==> src/rtl/vreg_lane_sequencer.sv <==
// vreg_lane_sequencer: runs one vector instruction at a time.
// It reads both source vectors from the register file in one cycle and pushes
// the element pairs through the shared scalar ALU one lane per cycle. It then
// writes the result vector back in one cycle.
// Every output is a register, so downstream logic sees glitch-free controls.
module vreg_lane_sequencer #(
  parameter int DW = 32,
  parameter int AW = 4
) (
  input  logic          clk,
  input  logic          rst_n,
  input  logic          req_valid,
  output logic          req_ready,
  input  logic [AW-1:0] req_vd,
  input  logic [AW-1:0] req_vs1,
  input  logic [AW-1:0] req_vs2,
  input  logic [2:0]    req_size,
  input  logic [2:0]    req_op,
  output logic          vrf_vector_op,
  output logic [2:0]    vrf_vector_size,
  output logic [AW-1:0] vrf_ra1,
  output logic [AW-1:0] vrf_ra2,
  output logic [AW-1:0] vrf_wa3,
  output logic          vrf_we3,
  output logic [DW-1:0] vrf_wd1,
  output logic [DW-1:0] vrf_wd2,
  output logic [DW-1:0] vrf_wd3,
  output logic [DW-1:0] vrf_wd4,
  output logic [DW-1:0] vrf_wd5,
  input  logic [DW-1:0] vrf_rd1,
  input  logic [DW-1:0] vrf_rd2,
  input  logic [DW-1:0] vrf_rd3,
  input  logic [DW-1:0] vrf_rd4,
  input  logic [DW-1:0] vrf_rd5,
  input  logic [DW-1:0] vrf_rd6,
  input  logic [DW-1:0] vrf_rd7,
  input  logic [DW-1:0] vrf_rd8,
  input  logic [DW-1:0] vrf_rd9,
  input  logic [DW-1:0] vrf_rd10,
  output logic [DW-1:0] alu_a,
  output logic [DW-1:0] alu_b,
  output logic [2:0]    alu_ctrl,
  input  logic [DW-1:0] alu_result,
  output logic          busy,
  output logic          done,
  output logic          err
);

  // The register file's lane count is fixed, so this is not a parameter.
  localparam int            NL      = 5;
  localparam logic [AW-1:0] BAD_REG = '1;

  typedef enum logic [1:0] {IDLE, READ, EXEC, WRITE} state_t;

  state_t        state;
  logic [AW-1:0] vd_q;
  logic [2:0]    size_q;
  logic [2:0]    op_q;
  logic [2:0]    lane_q;
  logic [2:0]    lane_nxt;
  logic [NL-1:0] lane_mask;
  logic          req_legal;

  logic [DW-1:0] rd_a [NL];
  logic [DW-1:0] rd_b [NL];
  logic [DW-1:0] a_q  [NL];
  logic [DW-1:0] b_q  [NL];
  logic [DW-1:0] r_q  [NL];
  logic [DW-1:0] wd_q [NL];

  assign rd_a[0] = vrf_rd1;
  assign rd_a[1] = vrf_rd2;
  assign rd_a[2] = vrf_rd3;
  assign rd_a[3] = vrf_rd4;
  assign rd_a[4] = vrf_rd5;
  assign rd_b[0] = vrf_rd6;
  assign rd_b[1] = vrf_rd7;
  assign rd_b[2] = vrf_rd8;
  assign rd_b[3] = vrf_rd9;
  assign rd_b[4] = vrf_rd10;

  assign vrf_wd1 = wd_q[0];
  assign vrf_wd2 = wd_q[1];
  assign vrf_wd3 = wd_q[2];
  assign vrf_wd4 = wd_q[3];
  assign vrf_wd5 = wd_q[4];

  // Request legality, active-lane mask and next lane index.
  always_comb begin
    // NOTE: default every always_comb output first so no path infers a latch.
    lane_mask = '0;
    for (int k = 0; k < NL; k++) lane_mask[k] = (3'(k) < size_q);
    lane_nxt  = lane_q + 3'd1;
    req_legal = (req_size != 3'd0) && (req_size <= 3'(NL)) &&
                (req_vd != BAD_REG) && (req_vs1 != BAD_REG) && (req_vs2 != BAD_REG);
  end

  // Sequencer FSM. It holds the instruction latches, the operand and result
  // registers, and all registered outputs.
  always_ff @(posedge clk) begin
    // NOTE: sequential state uses non-blocking assignments only, so every
    // register in this block samples pre-edge values.
    if (!rst_n) begin
      state           <= IDLE;
      vd_q            <= '0;
      size_q          <= '0;
      op_q            <= '0;
      lane_q          <= '0;
      req_ready       <= 1'b1;
      busy            <= 1'b0;
      done            <= 1'b0;
      err             <= 1'b0;
      vrf_vector_op   <= 1'b0;
      vrf_vector_size <= '0;
      vrf_ra1         <= '0;
      vrf_ra2         <= '0;
      vrf_wa3         <= '0;
      vrf_we3         <= 1'b0;
      alu_a           <= '0;
      alu_b           <= '0;
      alu_ctrl        <= '0;
      // NOTE: the operand and result arrays are reset too. Stale lanes must
      // never reach the write port after an aborted instruction.
      for (int k = 0; k < NL; k++) begin
        a_q[k]  <= '0;
        b_q[k]  <= '0;
        r_q[k]  <= '0;
        wd_q[k] <= '0;
      end
    end else begin
      err  <= 1'b0;
      done <= 1'b0;
      case (state)
        IDLE: begin
          if (req_valid) begin
            if (req_legal) begin
              state           <= READ;
              vd_q            <= req_vd;
              size_q          <= req_size;
              op_q            <= req_op;
              req_ready       <= 1'b0;
              busy            <= 1'b1;
              vrf_vector_op   <= 1'b1;
              vrf_vector_size <= req_size;
              vrf_ra1         <= req_vs1;
              vrf_ra2         <= req_vs2;
              for (int k = 0; k < NL; k++) r_q[k] <= '0;
            end else begin
              err <= 1'b1;
            end
          end
        end
        READ: begin
          for (int k = 0; k < NL; k++) begin
            a_q[k] <= lane_mask[k] ? rd_a[k] : '0;
            b_q[k] <= lane_mask[k] ? rd_b[k] : '0;
          end
          state           <= EXEC;
          lane_q          <= '0;
          vrf_vector_op   <= 1'b0;
          vrf_vector_size <= '0;
          vrf_ra1         <= '0;
          vrf_ra2         <= '0;
          // Every legal size has lane 0, so it is presented unmasked.
          alu_a           <= rd_a[0];
          alu_b           <= rd_b[0];
          alu_ctrl        <= op_q;
        end
        EXEC: begin
          r_q[lane_q] <= alu_result;
          if (lane_q == size_q - 3'd1) begin
            state           <= WRITE;
            alu_a           <= '0;
            alu_b           <= '0;
            alu_ctrl        <= '0;
            vrf_vector_op   <= 1'b1;
            vrf_vector_size <= size_q;
            vrf_wa3         <= vd_q;
            vrf_we3         <= 1'b1;
            done            <= 1'b1;
            // Lanes past size are still zero from the clear at accept.
            for (int k = 0; k < NL; k++)
              wd_q[k] <= (3'(k) == lane_q) ? alu_result : r_q[k];
          end else begin
            lane_q <= lane_nxt;
            alu_a  <= a_q[lane_nxt];
            alu_b  <= b_q[lane_nxt];
          end
        end
        WRITE: begin
          state           <= IDLE;
          req_ready       <= 1'b1;
          busy            <= 1'b0;
          vrf_vector_op   <= 1'b0;
          vrf_vector_size <= '0;
          vrf_wa3         <= '0;
          vrf_we3         <= 1'b0;
          for (int k = 0; k < NL; k++) wd_q[k] <= '0;
        end
        default: state <= IDLE;
      endcase
    end
  end

endmodule
==> config.mk <==
export PLATFORM = sky130hd
export DESIGN_NAME = vreg_lane_sequencer
export DESIGN_NICKNAME = d
export VERILOG_FILES = /design/src/rtl/vreg_lane_sequencer.sv
export SDC_FILE = /design/constraint.sdc
export NUM_CORES = 1
export LEC_CHECK = 0
export ABC_AREA = 1
export BUFFER_PORTS_ARGS = -buffer_cell sky130_fd_sc_hd__buf_4
export CAP_MARGIN = 20
export CORE_MARGIN = 2
export CORE_UTILIZATION = 52
export DETAILED_ROUTE_END_ITERATION = 10
export PLACE_DENSITY = 0.8
export RECOVER_POWER = 25
export SYNTH_ARGS = -nofsm -noshare
export SYNTH_HDL_FRONTEND = slang
export SYNTH_SLANG_ARGS = --single-unit
==> constraint.sdc <==
create_clock -name clk -period 9.4 [get_ports clk]
set_clock_uncertainty 0.05 [all_clocks]
set_input_delay 0.47 -clock clk [delete_from_list [all_inputs] [get_ports clk]]
set_output_delay 0.47 -clock clk [all_outputs]
set_load 0.1 [all_outputs]
==> metrics.md <==
| Metric | Value |
|---|---|
| Outcome | finished, violations left |
| Failing checks | max-capacitance violations, max-slew violations |
| Die span in y | 253.9 um |
| Maxcap violations | 8 |
| Fin area | 0.03914 sq mm |
| Min Tclk post-route | 5330 ps |
| P_leak | 16.57 nW |
| Global route overflow | 0 |
| Vias in the first global route | 24,999 |
| Syn_area_per_cell | 9.748 sq um |
| Placed cell areas | 0.03768 sq mm |
| Clk_lat worst skew | ~620 ps |
| CP most frequent cell | buf_4 |
| Ports | between 600 and 700 |
| Pre-CTS setup slack | about 4600 ps |
| Cell row count | 91 |
| Final worst slack | 4070 ps |
| Overall routing resource usage | 0.3078 |
| Vias/cell | 5.480 |
| Largest net degree at the start of global routing | 194 |
| CTS clock-pin slew for the worst setup and hold paths | approximately 60 ps |
| Synth warnings | 0 |
| Area leader, netlist | edfxtp_1 |
| Initial Util | 0.5260 |
| CTS Sinks | ~740 |
| Netlist Area Pre-Place | 0.03246 sq mm |
| CP Class | flip-flop to flip-flop |
| Worst IR Drop VDD | 190.3 uV |
| H-tree level count | 3 |
| RR Endpoint | wd_q[0][94] |
| DRC violations left | 0 |
| Final hold slack | 38.77 ps |
| Worst hold stages | 3 |
| Core ar. | 0.06171 sq mm |
| Tcrit/Tclk final | 0.5670 |
| Max Slew Vio Count | 207 |
| WHS Endpoint | vrf_ra2[0] |
| Mapped Nets | roughly 3,700 |
| Register area share after synthesis | 0.6556 |
| Reg area | 0.02128 sq mm |
| Post-CTS setup buffer count | 0 |
| Slew HR | -0.4271 |
| FF+latch count, synth | 743 |
| Synth Flop Type | edfxtp_1 |
| Final antenna-violating net count | 0 |
| Actual slew at the worst max-slew pin | 2141 ps |
| Placed cells | 4,618 |
| Multi-input logic area | 0.008911 sq mm |
| Top post-synthesis cells by area | edfxtp_1, nand2_1, nor2_1 |
| Avg WL per Cell | 21.16 um |
| Synth Instances | roughly 3,300 |
| Final setup TNS | 0 ps |
| Resize count post-CTS | 0 |
| Die W | 253.9 um |
| CP max stage cell | buf_4 |
| Final Hold Viols | 0 |
| Hold Path Class | input port to flip-flop |
| Post-synth top area share | 0.5920 |
| FILL cells | around 5,000 |
| Library cells used by synthesis | 24 |
| Routed wire length | ~100 mm |
| Power density over cell area | 274.8 mW/mm^2 |
| Routed via count | 26,156 |
| DR pass1 iterations | 9 |
| Critical-path cell list | clkinv_2 > buf_4 > nand2_1 > nand2_1 > nand3_1 > nand3_4 > buf_4 > buf_4 |
| RSZ-0062 raised after global routing | false |
| Initial antenna violation count | 12 |
| Final Instance Count excl. Fillers | 4,773 |
| Max clock buf depth | 3 |
| Worst setup SP type | flip-flop |
| Port bufs | 620 |
| Starting DRT DRC Count | 3,122 |
| Root buf cell | clkbuf_16 |
| First-pass GRT wire length | 148.7 mm |
| Post-synth EDFFs | 640 |
| TritonCTS clock tree | built |
| Worst-path fanout max | slightly above 100 |
| R2r worst-path depth | 8 |
| Fin nets | roughly 4,200 |
| CP Capture Type | flip-flop |
| Full die area | 0.06444 sq mm |
| Hold-fix buffers at CTS | 0 |
| GP Congestion | about 0.89 |
| Fmax | about 190 MHz |
| Required @ worst endpoint | 9570 ps |
| Reg2Reg Setup Slack | a little over 4000 ps |
| FFs w/ async S/R, synth | 0 |
| Crit path DAT | 5500 ps |
| Worst min-delay path startpoint | req_vs2[0] |
| DP Wirelength | 64.30 mm |
| Crit path largest cell delay | 890 ps |
| Setup violations, final | 0 |
| Num CTS Buffers | 77 |
| Reg-to-Reg Start | lane_q[2] |
| Share of post-route cells with drive strength above 1 | 0.1601 |
| Layout area overhead | 20.56% |
where the power goes:
group	internal [W]	leakage [nW]	total, W	switching (W)
logic	0.000589	7.85	0.00333	0.00274
clock network	0.00166	1.16	0.00294	0.00128
registers	0.00426	7.56	0.00448	0.000227
sequential cells by signal, indices dropped and copies added, names as in the netlist, 32 cells and up:
signal,count
a_q,160
alu_a,32
alu_b,32
b_q,160
r_q,160
wd_q,160
cells by family (layout without fill, tap and decap cells):
family / Yosys count / in the layout / share of synthesized area
compound gates: 399 / 399 / 0.07181
xor+xnor: 1 / 1 / 0.0002699
fa+ha+maj: 11 / 11 / 0.004240
buf+inv: 594 / 1186 / 0.07177
flops: 743 / 743 / 0.6556
other cells: 0 / 14 / 0
simple gates: 1582 / 1582 / 0.1963
worst max path at each step:
stage,startpoint,endpoint,slack (ps),cells past startpoint
3_3_place_gp,lane_q[2],wd_q[0][88],4600,8
6_report,lane_q[2],wd_q[0][94],4070,8
5_1_grt,lane_q[2],wd_q[0][54],3810,8
2_1_floorplan,state[1],a_q[0][0],1620,5
4_1_cts,lane_q[2],wd_q[0][54],4520,8
3_5_place_dp,lane_q[2],wd_q[0][88],4560,8
layer usage:
| metal | GRT usage | vias to the layer above | share of wire |
|---|---|---|---|
| met1 | 0.3917 | 12288 | 0.35 |
| met2 | 0.5053 | 1654 | 0.48 |
| met3 | 0.07303 | 244 | 0.12 |
| li1 | - | 11964 | - |
| met4 | 0.1319 | 6 | 0.041 |
| met5 | 0 | - | 0.00039 |
layout make-up:
cell class / count / share of cell area
Antenna cell: 14 / 0.0008952
Clock buffer: 104 / 0.05365
Clock inverter: 37 / 0.007641
Inverter: 389 / 0.03760
Multi-Input combinational cell: 1993 / 0.2277
Sequential cell: 743 / 0.5439
Tap cell: 837 / 0.02676
Timing Repair Buffer: 656 / 0.1019
stage by stage:
stage               power, W  utilization
finish               0.01075       0.6342
global route         0.01112       0.6340
CTS                  0.01089       0.6494
detailed placement  0.007986       0.6105
global placement    0.007926       0.6102
floorplan           0.007052            -
cells in the final DEF (no fill, tap or decap), types with 3 or more instances in the layout:
| master | instances |
|---|---|
| nand2_1 | 672 |
| edfxtp_1 | 640 |
| nor2_1 | 579 |
| buf_4 | 402 |
| inv_1 | 375 |
| nand3_1 | 309 |
| clkbuf_1 | 274 |
| a21oi_1 | 220 |
| dfxtp_1 | 102 |
| a21oi_2 | 89 |
| o21ai_0 | 85 |
| clkbuf_16 | 78 |
| clkinv_1 | 15 |
| diode_2 | 14 |
| clkinv_2 | 11 |
| inv_2 | 10 |
| ha_1 | 9 |
| nand4_1 | 7 |
| nand2_2 | 5 |
| o21ai_1 | 5 |
| clkbuf_8 | 5 |
| clkinv_8 | 3 |
| clkinvlp_4 | 3 |
| bufinv_16 | 3 |
cells in the mapped netlist (2+ instances only):
| cell | instances |
|---|---|
| nand2_1 | 676 |
| nand3_1 | 312 |
| dfxtp_1 | 103 |
| inv_2 | 9 |
| nor2_1 | 580 |
| buf_1 | 18 |
| o21ai_1 | 6 |
| a21oi_2 | 89 |
| nor2_2 | 2 |
| ha_1 | 11 |
| o21ai_0 | 84 |
| edfxtp_1 | 640 |
| or2_2 | 2 |
| inv_1 | 379 |
| buf_6 | 10 |
| clkbuf_1 | 157 |
| a21oi_1 | 220 |
| buf_2 | 20 |
| nand4_1 | 7 |
critical path: cells and delay by family (launching register included):
family                 cells  cell delay [ps]
DFF                        1              870
and+or+nand+nor            4             1180
buffers and inverters      4             2640
Note: power is estimated with default switching activity, not from simulation.
